<file path="config.mk">
export PLATFORM = sky130hd
export DESIGN_NAME = i2c_target_regfile
export DESIGN_NICKNAME = d
export VERILOG_FILES = /design/src/rtl/i2c_target_regfile.sv
export SDC_FILE = /design/constraint.sdc
export NUM_CORES = 1
export LEC_CHECK = 0
export CORE_MARGIN = 2
export CORE_UTILIZATION = 43
export CTS_CLUSTER_SIZE = 12
export DETAILED_ROUTE_END_ITERATION = 12
export GPL_TIMING_DRIVEN = 0
export MAX_ROUTING_LAYER = met4
export PLACE_DENSITY_LB_ADDON = 0.1
export SETUP_SLACK_MARGIN = 0.05
export SLEW_MARGIN = 20
export SYNTH_ARGS = -nofsm -noshare
export SYNTH_HDL_FRONTEND = slang
export SYNTH_SLANG_ARGS = --single-unit
</file>
<file path="constraint.sdc">
create_clock -name clk -period 3.1 [get_ports clk]
set_clock_uncertainty 0.05 [all_clocks]
set_input_delay 0.62 -clock clk [delete_from_list [all_inputs] [get_ports clk]]
set_output_delay 0.62 -clock clk [all_outputs]
set_load 0.05 [all_outputs]
</file>
<file path="src/rtl/i2c_target_regfile.sv">
// I2C target with an NREG x 8 register file and an auto-incrementing pointer.
// Define I2C_TARGET_GENCALL_EN to also ACK the general-call write address (0x00).
module i2c_target_regfile #(
    parameter logic [6:0] DEV_ADDR = 7'h39,
    parameter int         NREG     = 16,
    parameter int         FILT     = 3,
    localparam int        AW       = $clog2(NREG)
) (
    input  logic          clk,
    input  logic          resetn,
    input  logic          scl_i,
    input  logic          sda_i,
    output logic          sda_oe,
    input  logic          host_we,
    input  logic [AW-1:0] host_addr,
    input  logic [7:0]    host_wdata,
    output logic [7:0]    host_rdata,
    output logic          bus_wr_stb,
    output logic [AW-1:0] bus_wr_addr,
    output logic [7:0]    bus_wr_data,
    output logic          busy,
    output logic [3:0]    dbg_state_o
);

    localparam int CW = (FILT > 1) ? $clog2(FILT + 1) : 1;

    typedef enum logic [3:0] {
        IDLE, ADDR, ADDR_ACK, PTR, PTR_ACK, WDATA, WDATA_ACK, RDATA, RDATA_ACK, IGNORE
    } state_t;

    // ---------------- input conditioning (bit 1 = SCL, bit 0 = SDA) ----------------
    logic [1:0]    pad;
    logic [1:0]    sync0_q, sync1_q, filt_q, prev_q;
    logic [CW-1:0] cnt_q [2];

    assign pad = {scl_i, sda_i};

    // Idle bus is high on both lines, so the whole chain resets to 1.
    always_ff @(posedge clk) begin
        if (!resetn) begin
            sync0_q <= 2'b11;
            sync1_q <= 2'b11;
            filt_q  <= 2'b11;
            prev_q  <= 2'b11;
            for (int i = 0; i < 2; i++) cnt_q[i] <= '0;
        end else begin
            sync0_q <= pad;
            sync1_q <= sync0_q;
            prev_q  <= filt_q;
            for (int i = 0; i < 2; i++) begin
                if (sync1_q[i] == filt_q[i]) begin
                    cnt_q[i] <= '0;
                end else if (cnt_q[i] == CW'(FILT - 1)) begin
                    filt_q[i] <= sync1_q[i];
                    cnt_q[i]  <= '0;
                end else begin
                    cnt_q[i] <= cnt_q[i] + 1'b1;
                end
            end
        end
    end

    logic scl_rise, scl_fall, start_det, stop_det, sda_f;

    assign sda_f     = filt_q[0];
    assign scl_rise  = filt_q[1] & ~prev_q[1];
    assign scl_fall  = ~filt_q[1] & prev_q[1];
    assign start_det = filt_q[1] & prev_q[1] & prev_q[0] & ~filt_q[0];
    assign stop_det  = filt_q[1] & prev_q[1] & ~prev_q[0] & filt_q[0];

    // ---------------- protocol state ----------------
    state_t        state_q, state_d;
    logic [3:0]    bitcnt_q, bitcnt_d;
    logic [7:0]    shift_q, shift_d;
    logic [AW-1:0] ptr_q, ptr_d, ptr_inc;
    logic          sda_oe_q, sda_oe_d;
    logic          busy_q, busy_d;
    logic          rw_q, rw_d;
    logic          mack_q, mack_d;
    logic          wr_stb_q, wr_stb_d;
    logic [AW-1:0] wr_addr_q, wr_addr_d;
    logic [7:0]    wr_data_q, wr_data_d;
    logic [7:0]    regs_q [NREG];
    logic          addr_match;

    assign ptr_inc = ptr_q + 1'b1;

`ifdef I2C_TARGET_GENCALL_EN
    assign addr_match = (shift_q[7:1] == DEV_ADDR) || (shift_q == 8'h00);
`else
    assign addr_match = (shift_q[7:1] == DEV_ADDR);
`endif

    always_comb begin
        state_d   = state_q;
        bitcnt_d  = bitcnt_q;
        shift_d   = shift_q;
        ptr_d     = ptr_q;
        sda_oe_d  = sda_oe_q;
        busy_d    = busy_q;
        rw_d      = rw_q;
        mack_d    = mack_q;
        wr_stb_d  = 1'b0;
        wr_addr_d = wr_addr_q;
        wr_data_d = wr_data_q;

        if (stop_det) begin
            state_d  = IDLE;
            bitcnt_d = '0;
            sda_oe_d = 1'b0;
            busy_d   = 1'b0;
        end else if (start_det) begin
            state_d  = ADDR;
            bitcnt_d = '0;
            sda_oe_d = 1'b0;
        end else if (scl_rise) begin
            case (state_q)
                ADDR, PTR, WDATA: begin
                    if (bitcnt_q < 4'd8) begin
                        shift_d  = {shift_q[6:0], sda_f};
                        bitcnt_d = bitcnt_q + 4'd1;
                    end
                end
                RDATA: begin
                    if (bitcnt_q < 4'd8) bitcnt_d = bitcnt_q + 4'd1;
                end
                RDATA_ACK: mack_d = ~sda_f;
                default: ;
            endcase
        end else if (scl_fall) begin
            // All SDA updates happen here, i.e. only while SCL is low.
            case (state_q)
                ADDR: begin
                    if (bitcnt_q == 4'd8) begin
                        bitcnt_d = '0;
                        if (addr_match) begin
                            state_d  = ADDR_ACK;
                            busy_d   = 1'b1;
                            sda_oe_d = 1'b1;
                            rw_d     = shift_q[0];
                        end else begin
                            state_d = IGNORE;
                            busy_d  = 1'b0;
                        end
                    end
                end
                ADDR_ACK: begin
                    if (rw_q) begin
                        state_d  = RDATA;
                        shift_d  = regs_q[ptr_q];
                        sda_oe_d = ~regs_q[ptr_q][7];
                    end else begin
                        state_d  = PTR;
                        sda_oe_d = 1'b0;
                    end
                end
                PTR: begin
                    if (bitcnt_q == 4'd8) begin
                        ptr_d    = shift_q[AW-1:0];
                        bitcnt_d = '0;
                        sda_oe_d = 1'b1;
                        state_d  = PTR_ACK;
                    end
                end
                WDATA: begin
                    if (bitcnt_q == 4'd8) begin
                        wr_stb_d  = 1'b1;
                        wr_addr_d = ptr_q;
                        wr_data_d = shift_q;
                        ptr_d     = ptr_inc;
                        bitcnt_d  = '0;
                        sda_oe_d  = 1'b1;
                        state_d   = WDATA_ACK;
                    end
                end
                PTR_ACK, WDATA_ACK: begin
                    state_d  = WDATA;
                    sda_oe_d = 1'b0;
                end
                RDATA: begin
                    if (bitcnt_q == 4'd8) begin
                        bitcnt_d = '0;
                        sda_oe_d = 1'b0;
                        state_d  = RDATA_ACK;
                    end else begin
                        sda_oe_d = ~shift_q[6];
                        shift_d  = {shift_q[6:0], 1'b0};
                    end
                end
                RDATA_ACK: begin
                    if (mack_q) begin
                        ptr_d    = ptr_inc;
                        shift_d  = regs_q[ptr_inc];
                        sda_oe_d = ~regs_q[ptr_inc][7];
                        state_d  = RDATA;
                    end else begin
                        sda_oe_d = 1'b0;
                        state_d  = IGNORE;
                    end
                end
                default: ;
            endcase
        end
    end

    always_ff @(posedge clk) begin
        if (!resetn) begin
            state_q   <= IDLE;
            bitcnt_q  <= '0;
            shift_q   <= '0;
            ptr_q     <= '0;
            sda_oe_q  <= 1'b0;
            busy_q    <= 1'b0;
            rw_q      <= 1'b0;
            mack_q    <= 1'b0;
            wr_stb_q  <= 1'b0;
            wr_addr_q <= '0;
            wr_data_q <= '0;
        end else begin
            state_q   <= state_d;
            bitcnt_q  <= bitcnt_d;
            shift_q   <= shift_d;
            ptr_q     <= ptr_d;
            sda_oe_q  <= sda_oe_d;
            busy_q    <= busy_d;
            rw_q      <= rw_d;
            mack_q    <= mack_d;
            wr_stb_q  <= wr_stb_d;
            wr_addr_q <= wr_addr_d;
            wr_data_q <= wr_data_d;
        end
    end

    // ---------------- register file ----------------
    // The bus commit lands in the same cycle bus_wr_stb is high; it wins an address clash.
    always_ff @(posedge clk) begin
        if (!resetn) begin
            for (int i = 0; i < NREG; i++) regs_q[i] <= '0;
            host_rdata <= '0;
        end else begin
            if (host_we && !(wr_stb_q && (wr_addr_q == host_addr)))
                regs_q[host_addr] <= host_wdata;
            if (wr_stb_q)
                regs_q[wr_addr_q] <= wr_data_q;
            host_rdata <= regs_q[host_addr];
        end
    end

    assign sda_oe      = sda_oe_q;
    assign busy        = busy_q;
    assign bus_wr_stb  = wr_stb_q;
    assign bus_wr_addr = wr_addr_q;
    assign bus_wr_data = wr_data_q;
    assign dbg_state_o = state_q;

endmodule

</file>
## After elaboration in Yosys (flattened, before gate mapping)

Memory sizes are Yosys's and may differ from the RTL's. A register that Yosys moved wholly into a read port is not among the register bits.
Cells that the tools add are included.

- Flip-flop bits (word level): 45
- Memory bits (writable): 132
- Input port bits: 17
- Memories: 2

Memories:

| memory | depth | width | rd ports | clocked after Yosys merged registers in | write ports | line | RTL |
|---|---|---|---|---|---|---|---|
| regs_q | 16 | 8 | 3 | 2 | 16 | 83 | `logic [7:0] regs_q [NREG];` |
| cnt_q | 2 | 2 | 2 | 0 | 2 | 34 | `logic [CW-1:0] cnt_q [2];` |

- Add/subtract/negate cells: 4
- Order comparisons: 1
- Eq/ne operators: 34
- Mux-type cells: 81
- Bitwise gates (word level): 28
- Reductions and logical operators: 33

Operator list:

| operator | count |
|---|---|
| $mux 4 | 19 |
| $mux 8 | 9 |
| $mux 1 | 42 |
| $pmux 4 s7 | 1 |
| $pmux 8 s3 | 1 |
| $ne 3x3->1 const B | 7 |
| $reduce_and 7->1 | 3 |
| $eq 4x3->1 const B | 4 |
| $ne 2x2->1 const B | 8 |
| $reduce_or 8->1 | 2 |
| $not 1->1 | 15 |
| $mux 2 | 6 |
| $pmux 4 s3 | 1 |
| $reduce_and 6->1 | 2 |
| $reduce_and 5->1 | 2 |
| $reduce_and 9->1 | 1 |
| $add 4x1->4 const B | 2 |
| $eq 4x2->1 const B | 2 |
| $eq 4x4->1 const B | 2 |
| $ne 2x1->1 const B | 4 |
| $reduce_and 8->1 | 1 |
| $reduce_bool 8->1 | 1 |
| $and 1x1->1 | 7 |
| $eq 7x6->1 const B | 1 |
| other kinds (22) | 38 |

## Depth between registers and ports, before layout

Gate-level depths: netlist (run 1).

- Depth after elaboration: 9
- Depth in mapped cells: 10

## Least setup slack after synthesis (run 1)

No wires, ideal clock.

- Path kind: reg-to-reg
- Start point: reg wr_addr_q[0], in the netlist bus_wr_addr[0]
- End point: mem regs_q[1][0], enable pin
- Setup time: 0.283 ns
- Data arrival time: 2.238 ns
- Required time: 2.767 ns
- Path slack: 0.529 ns
- Cell stages (with the launch flop): 6
- Clock period less this slack: 2.571 ns
- Cells stage by stage: dfxtp_1 -> clkbuf_1 -> nand2_1 -> o21ai_1 -> nor3_2 -> or3b_2

RTL lines:

| what | line | RTL |
|---|---|---|
| start, declared | 81 | `logic [AW-1:0] wr_addr_q, wr_addr_d;` |
| start signal, assigned | 229 | `wr_addr_q <= wr_addr_d;` |
| end, declared | 83 |  |

==> impl_metrics.env, run 1 <==
export IMPL_ys_ff_latch=189
export IMPL_grt_max_degree=23
export IMPL_cts_tree="yes"
export IMPL_clkSinkCount=189
export IMPL_track_usage=0.287
export IMPL_hold_path_endpoint="sync1_q[1]$_SDFF_PN1_"
export IMPL_cts_root_buf="clkbuf_16"
export IMPL_drc=0
export IMPL_synth_cell_types=68
export IMPL_ant_nets=0
export IMPL_fmax_mhz=314
export IMPL_drv_cap=0
export IMPL_netlist_top_cells_count="132 x edfxtp_1, 128 x a22o_1, 99 x mux4_2"
export IMPL_wl_per_cell_um=29.6
export IMPL_synth_most_common_cell="edfxtp_1"
export IMPL_ir_drop_mv=0.350
export IMPL_drv_slew=0
export IMPL_grt_overflow=0
export IMPL_post_route_period_util=1.03
export IMPL_hold_viol=0
export IMPL_cts_buffers=17
export IMPL_r2r_start="bus_wr_addr[0]$_SDFFE_PN0P_"
export IMPL_rsz0062_at_grt="yes"
export IMPL_path_class="in2reg"
export IMPL_ys_seq_area_frac=0.444
export IMPL_required_ps=3060
export IMPL_io_buffers=31
export IMPL_dp_hpwl_mm=30.5
export IMPL_relSlewSlack=0.290
export IMPL_start_util=0.439
export IMPL_multi_input_area_um2=6040
export IMPL_chipHeight_um=168
export IMPL_yosys_warnings=0
export IMPL_via_per_inst=6.88
export IMPL_synth_edff_count=132
export IMPL_pre_cts_ws_ps=-950
export IMPL_synth_area_per_cell_um2=12.8
export IMPL_routed_wirelength_mm=38.4
export IMPL_crit_path_start="resetn"
export IMPL_drtPass1Iterations=6
export IMPL_start_kind="input port"
export IMPL_diodes=0
export IMPL_clockBufferDepth=2
export IMPL_area_growth_pct=12.5
export IMPL_outcome="finished, violations left"
export IMPL_post_cts_setup_buffer_count=0
export IMPL_synth_cells=897
export IMPL_cp_end_kind="flop"
export IMPL_htreeDepth=4
export IMPL_drive_gt1_frac=0.208
export IMPL_num_rows=59
export IMPL_placed_area_um2=12300
export IMPL_die_w_um=168
export IMPL_reg2reg_to="regs_q[6][3]$_DFFE_PP_"
export IMPL_path_clk_slew_ps=90
export IMPL_violations="setup timing"
export IMPL_num_vias=8925
export IMPL_min_from="sync0_q[1]$_SDFF_PN1_"
export IMPL_fin_crit_ps=3190
export IMPL_p_per_area_nw_per_um2=447
export IMPL_async_flop_share=0
export IMPL_leakage_nw=4.11
export IMPL_drt_first_iter_violations=1175
export IMPL_gp_congestion=0.904
export IMPL_worstMarginPinSlew_ps=1060
export IMPL_setup_viol=40
export IMPL_synthFlopType="edfxtp_1"
export IMPL_grt_pass1_wl_mm=56.7
export IMPL_seqCellArea_um2=5100
export IMPL_stdcell_area_um2=12900
export IMPL_die_area_um2=28100
export IMPL_coreArea_um2=26200
export IMPL_reg2reg_slack_ps=130
export IMPL_r2r_worst_path_cells=5
export IMPL_insertion_delay_ps=450
export IMPL_io_pins=44
export IMPL_crit_arrival_ps=3150
export IMPL_hold_class="reg2reg"
export IMPL_worst_slack_ps=-89.2
export IMPL_path_max_fanout=10
export IMPL_fillers=2276
export IMPL_syn_area_um2=11500
export IMPL_synth_area_leader_cell="edfxtp_1"
export IMPL_grt_pass1_vias=8482
export IMPL_hold_buffers=0
export IMPL_antenna_found_initial=1
export IMPL_whs_path_depth=1
export IMPL_fin_nets=975
export IMPL_yosysTopAreaCellShare=0.344
export IMPL_netlist_top_cells_area="edfxtp_1 34%, mux4_2 19%, dfxtp_1 9.9%, a22o_1 9.7%, mux2i_1 4.1%"
## cell type report
type	count	share of cell area
plain buffers	90	0.0313
flip-flops and latches	189	0.394
clock inverters	15	0.0152
multi-input cells	609	0.467
clock buffers	17	0.0329
repair buffers	31	0.0240
well taps	335	0.0324
inverters	12	0.00348
## worst max-delay path by stage
stage | endpoint | slack, ps
after floorplan | regs_q[1][0]$_DFFE_PP_ | 530
after global placement | regs_q[8][6]$_DFFE_PP_ | -950
after detailed placement | regs_q[8][5]$_DFFE_PP_ | -950
after CTS | regs_q[13][7]$_DFFE_PP_ | -30
after global routing | regs_q[13][7]$_DFFE_PP_ | -220
final | regs_q[13][7]$_DFFE_PP_ | -90
## through the flow
step	utilization	total power, mW	std cells	setup TNS, ps	hold WS (ps)
after floorplan	-	3.30	900	0	336
after global placement	0.467	3.52	1266	-77460	347
after detailed placement	0.468	3.52	1266	-68090	352
after CTS	0.493	5.80	1298	-425	373
after global routing	0.494	5.93	1298	-7690	406
final	0.494	5.79	1298	-2460	369
## sequential cells by signal, summed over array words and instances (netlist names), 2 cells and up, named ones only
register     flops
bitcnt_q         4
bus_wr_addr      4
bus_wr_data      8
cnt_q            4
dbg_state_o      4
filt_q           2
host_rdata       8
prev_q           2
ptr_q            4
regs_q         128
shift_q          8
sync0_q          2
sync1_q          2
## cells by family after synthesis
family,Yosys count,share of synthesized area
AO/OA/AOI/OAI,227,0.161
AND/OR/NAND/NOR,213,0.103
flip-flops,189,0.444
multiplexers,149,0.238
buffers and inverters,102,0.0388
adder cells (fa/ha/maj),8,0.00870
XOR/XNOR,8,0.00674
other,1,0.000326
## placed cells by master (no fill, tap or decap), types with 31 or more instances in the layout
master             n
nand2_1           33
dfxtp_1           57
clkdlybuf4s50_1   31
a22o_1           128
nor2_1            50
mux4_2            99
clkbuf_1          40
edfxtp_1         132
mux2i_1           47
## where the power goes
group / switching (mW) / leakage (nW) / internal [mW]
combinational: 0.295 / 2.08 / 0.246
sequential: 0.120 / 1.72 / 2.82
clock: 1.19 / 0.301 / 1.12
## worst max-delay path, cell delays in order
cell	delay, ps
clkdlybuf4s50_1	660
clkbuf_1	560
clkbuf_1	610
o221ai_1	680
## layer usage
| layer | vias up | global-route usage | share of wire |
|---|---|---|---|
| met5 | - | - | 0 |
| met4 | 0 | 0.102 | 0.037 |
| met3 | 90 | 0.0397 | 0.083 |
| met2 | 554 | 0.431 | 0.45 |
| met1 | 4507 | 0.401 | 0.43 |
| li1 | 3774 | - | - |
## repair_timing
item / 4_1_cts / 5_1_grt
endpoints found under the setup margin: 123 / 72
hold endpoints to repair: 0 / 0
resized for setup: 8 / 5
Note: power is estimated with default switching activity, not from simulation.
==> inputs of run 2 (changes only) <==
Settings changed: GPL_ROUTABILITY_DRIVEN from default to 0.
==> run 2 against run 1 <==
- wire length up 0.67%
- utilization increased by 0.19 points
- flip-flop and latch count stayed put
- total power up 1.3%
- the run still ends with setup timing left
- via count hardly changed
- cell area grew 0.38%
- worst setup slack worse by 70 ps
- die area is the same
==> impl_metrics.env, run 2 (synthesized netlist as in run 1, its figures left out) <==
export IMPL_outcome="finished, violations left"
export IMPL_violations="setup timing"
export IMPL_diodes=0
export IMPL_chipHeight_um=168
export IMPL_post_route_period_util=1.05
export IMPL_cts_buffers=17
export IMPL_final_cells=1299
export IMPL_htreeDepth=4
export IMPL_relSlewSlack=0.281
export IMPL_area_growth_pct=12.9
export IMPL_final_common_cell="edfxtp_1"
export IMPL_fin_util=0.496
export IMPL_drive_gt1_frac=0.212
export IMPL_worstMarginPinSlew_ps=1080
export IMPL_via_per_inst=6.87
export IMPL_p_per_area_nw_per_um2=451
export IMPL_multi_input_area_um2=6070
export IMPL_top_register="regs_q"
export IMPL_path_max_fanout=10
export IMPL_whs_ps=360
export IMPL_fillers=2298
export IMPL_io_pins=44
export IMPL_insertion_delay_ps=460
export IMPL_setup_tns_ps=-2880
export IMPL_crit_arrival_ps=3220
export IMPL_power_frac_seq=0.501
export IMPL_design_power_total_mw=5.86
export IMPL_coreArea_um2=26200
export IMPL_grt_pass1_wl_mm=57.3
export IMPL_dp_hpwl_mm=30.0
export IMPL_grt_pass1_vias=8684
export IMPL_clock_power_share=0.406
export IMPL_die_area_um2=28100
export IMPL_drv_slew=0
export IMPL_fin_crit_ps=3260
export IMPL_ir_drop_mv=0.336
export IMPL_seqCellArea_um2=5100
export IMPL_start_util=0.439
export IMPL_wl_per_cell_um=29.8
export IMPL_fmax_mhz=307
export IMPL_grt_overflow=0
export IMPL_fin_nets=976
export IMPL_hold_viol=0
export IMPL_grt_max_degree=24
export IMPL_cp_end_kind="flop"
export IMPL_hold_buffers=0
export IMPL_die_w_um=168
export IMPL_p_int_mw=4.20
export IMPL_hold_class="reg2reg"
export IMPL_power_frac_comb=0.093
export IMPL_track_usage=0.290
export IMPL_layout_common_cells="132 x edfxtp_1, 128 x a22o_1, 99 x mux4_2, 57 x dfxtp_1, 49 x nor2_1"
export IMPL_cts_root_buf="clkbuf_16"
export IMPL_routed_wirelength_mm=38.7
export IMPL_leakage_nw=4.12
export IMPL_drv_cap=0
export IMPL_io_buffers=31
export IMPL_clkSinkCount=189
export IMPL_path_class="in2reg"
export IMPL_cts_tree="yes"
export IMPL_clockBufferDepth=2
export IMPL_p_switching_mw=1.67
export IMPL_drc=0
export IMPL_start_kind="input port"
export IMPL_drtPass1Iterations=6
export IMPL_drt_first_iter_violations=1161
export IMPL_path_clk_slew_ps=80
export IMPL_ant_nets=0
export IMPL_setup_viol=24
export IMPL_worst_slack_ps=-159
export IMPL_num_vias=8923
export IMPL_swShare=0.284
export IMPL_place_inst=1266
export IMPL_antenna_found_initial=0
export IMPL_rsz0062_at_grt="yes"
export IMPL_largest_reg_flops=128
export IMPL_reg2reg_slack_ps=50
export IMPL_required_ps=3060
export IMPL_num_rows=59
==> run 2: cell types whose count changed in the layout (fill, tap and decap cells not counted), sizes merged <==
cell      delta
buf          +1
clkinvlp     +1
inv          -1
==> run 2: worst max-delay path: stages <==
cell and delay, ps:
clkdlybuf4s50_1 640, clkbuf_1 600, clkbuf_1 640, o221ai_1 700
==> run 2: power groups by stage <==
stage          registers (mW)  logic [mW]  clock network [mW]
2_1_floorplan            2.96       0.346                   0
3_3_place_gp             2.99       0.532                   0
3_5_place_dp             2.99       0.534                   0
4_1_cts                  2.93       0.539                2.40
5_1_grt                  2.94       0.574                2.51
6_report                 2.94       0.546                2.38
==> run 2: cell type report <==
cell class              count  share of cell area
plain buffers              90              0.0312
clock buffers              17              0.0327
clock inverters            15              0.0164
inverters                  12             0.00347
multi-input cells         609               0.467
flip-flops and latches    189               0.393
well taps                 335              0.0322
repair buffers             32              0.0244
==> run 2: worst paths after layout <==
| check | start | depth (start not counted) | to |
|---|---|---|---|
| max | resetn | 4 | regs_q[7][7]$_DFFE_PP_ |
| min | sync0_q[1]$_SDFF_PN1_ | 1 | sync1_q[1]$_SDFF_PN1_ |
| max reg2reg | bus_wr_addr[0]$_SDFFE_PN0P_ | 5 | regs_q[6][7]$_DFFE_PP_ |
| min reg2reg | sync0_q[1]$_SDFF_PN1_ | 1 | sync1_q[1]$_SDFF_PN1_ |
==> run 2: layer usage <==
| layer | track usage | vias to the layer above | routed length [um] | share of wire |
|---|---|---|---|---|
| met5 | - | - | 0 | 0 |
| met4 | 0.105 | 0 | 1380 | 0.036 |
| met3 | 0.0447 | 102 | 3530 | 0.091 |
| met2 | 0.448 | 620 | 18000 | 0.47 |
| met1 | 0.391 | 4459 | 15800 | 0.41 |
| li1 | - | 3742 | - | - |
==> run 2: timing repair <==
item,in CTS,in global routing
buffers inserted,0,1
endpoints found under the setup margin,104,66
gates resized for setup,9,8
pin swaps,0,1
==> run 2: through the flow <==
step | worst slack (ps) | area, um^2
finish | -159 | 13000
global route | -234 | 13000
CTS | -80.5 | 12900
detailed placement | -1090 | 12300
global placement | -1110 | 12300
floorplan | 529 | 11500
==> inputs of run 3 (changes only) <==
Settings changed: CORE_MARGIN 2 to 3.
==> run 3 against run 2 <==
- the flow still finishes with violations (setup timing)
- sequential share of layout area down 0.12 points
- via count rose by 0.49%
- hold slack better by 7.5 ps
- register-to-register slack improved by 90 ps
- clock power grew 2%
- sequential power hardly changed
- fmax grew 1.4%
- critical path depth is the same
- cell area grew 0.32%
- flip-flop and latch count unchanged
- global-route usage shrank 1.1 points
- non-clock buffer count up 3
- largest cell class unchanged
==> impl_metrics.env, run 3 (synthesized netlist as in run 1, its figures left out) <==
export IMPL_outcome="finished, violations left"
export IMPL_violations="setup timing"
export IMPL_die_w_um=170
export IMPL_drv_cap=0
export IMPL_num_vias=8967
export IMPL_post_route_period_util=1.04
export IMPL_area_growth_pct=13.3
export IMPL_die_area_um2=28800
export IMPL_cp_end_kind="flop"
export IMPL_num_rows=59
export IMPL_cp_num_buf_inv=3
export IMPL_fin_nets=979
export IMPL_hold_viol=0
export IMPL_crit_chain="clkdlybuf4s50_1 > clkbuf_1 > clkbuf_1 > o221ai_1"
export IMPL_relSlewSlack=0.248
export IMPL_crit_arrival_ps=3190
export IMPL_clkSinkCount=189
export IMPL_cts_buffers=17
export IMPL_routed_wirelength_mm=38.6
export IMPL_cp_common_cell="clkbuf_1"
export IMPL_largest_reg_flops=128
export IMPL_p_per_area_nw_per_um2=453
export IMPL_layout_common_cells="132 x edfxtp_1, 128 x a22o_1, 99 x mux4_2, 57 x dfxtp_1, 50 x nor2_1"
export IMPL_pre_cts_ws_ps=-1160
export IMPL_ant_nets=0
export IMPL_cpMaxStageDelayCell="o221ai_1"
export IMPL_cts_tree="yes"
export IMPL_grt_pass1_wl_mm=56.7
export IMPL_grt_max_degree=25
export IMPL_ir_drop_mv=0.349
export IMPL_whs_ps=367
export IMPL_multi_input_area_um2=6080
export IMPL_slowest_delay_ps=700
export IMPL_start_kind="input port"
export IMPL_place_inst=1266
export IMPL_fmax_mhz=311
export IMPL_wl_per_cell_um=29.6
export IMPL_fillers=2320
export IMPL_htreeDepth=4
export IMPL_grt_overflow=0
export IMPL_cts_root_buf="clkbuf_16"
export IMPL_diodes=0
export IMPL_track_usage=0.279
export IMPL_drtPass1Iterations=5
export IMPL_start_util=0.439
export IMPL_antenna_found_initial=0
export IMPL_path_clk_slew_ps=80
export IMPL_grt_pass1_vias=8575
export IMPL_insertion_delay_ps=470
export IMPL_hold_class="reg2reg"
export IMPL_drt_first_iter_violations=1044
export IMPL_worst_slack_ps=-115
export IMPL_io_buffers=31
export IMPL_required_ps=3070
export IMPL_setup_viol=13
export IMPL_drive_gt1_frac=0.214
export IMPL_path_max_fanout=10
export IMPL_stdcell_area_um2=13000
export IMPL_worstMarginPinSlew_ps=1130
export IMPL_final_common_cell="edfxtp_1"
export IMPL_leakage_nw=4.14
export IMPL_fin_util=0.498
export IMPL_rsz0062_at_grt="yes"
export IMPL_final_cells=1302
export IMPL_design_power_total_mw=5.91
export IMPL_setup_tns_ps=-934
export IMPL_seqCellArea_um2=5100
export IMPL_clockBufferDepth=2
export IMPL_drv_slew=0
export IMPL_io_pins=44
export IMPL_path_class="in2reg"
export IMPL_via_per_inst=6.89
export IMPL_top_register="regs_q"
export IMPL_coreArea_um2=26200
export IMPL_drc=0
export IMPL_dp_hpwl_mm=29.9
export IMPL_chipHeight_um=170
export IMPL_fin_crit_ps=3210
export IMPL_cp_top_family="buffers and inverters"
export IMPL_placed_area_um2=12300
run 3: final timing paths:
check	cells past startpoint	end	slack (ps)	start
setup / recovery	4	regs_q[11][7]$_DFFE_PP_	-110	resetn
hold / removal	1	sync1_q[1]$_SDFF_PN1_	370	sync0_q[1]$_SDFF_PN1_
setup reg to reg	6	regs_q[14][4]$_DFFE_PP_	140	bus_wr_addr[0]$_SDFFE_PN0P_
hold reg to reg	1	sync1_q[1]$_SDFF_PN1_	370	sync0_q[1]$_SDFF_PN1_
run 3: metal layers:
layer,GRT usage,vias up,part of all wire
met5,-,-,0
met4,0.109,0,0.039
met3,0.0438,109,0.078
met2,0.420,549,0.46
met1,0.383,4542,0.42
li1,-,3767,-
run 3: worst register-to-register path: stages, from the launching register on:
cell and delay [ps]:
dfxtp_1 330, clkbuf_2 350, nand2b_1 160, clkbuf_1 520, o211ai_2 410, nor2_1 770, a22o_1 260
run 3: what timing repair did:
item,in CTS,in global routing
hold buffers,0,0
endpoints found under the setup margin,105,123
gates resized for setup,4,16
buffers inserted,0,4
pin swaps,0,2
run 3: layout make-up:
cell class,count,area share
timing repair buffer,35,0.0261
clock inverter,15,0.0169
inverter,12,0.00345
multi-input combinational,609,0.466
buffer,90,0.0311
tap,335,0.0321
sequential,189,0.391
clock buffer,17,0.0326
run 3: report_power, final:
part | leakage, nW | internal [mW] | switching (mW)
clock | 0.310 | 1.15 | 1.28
combinational | 2.11 | 0.248 | 0.300
sequential | 1.72 | 2.82 | 0.120
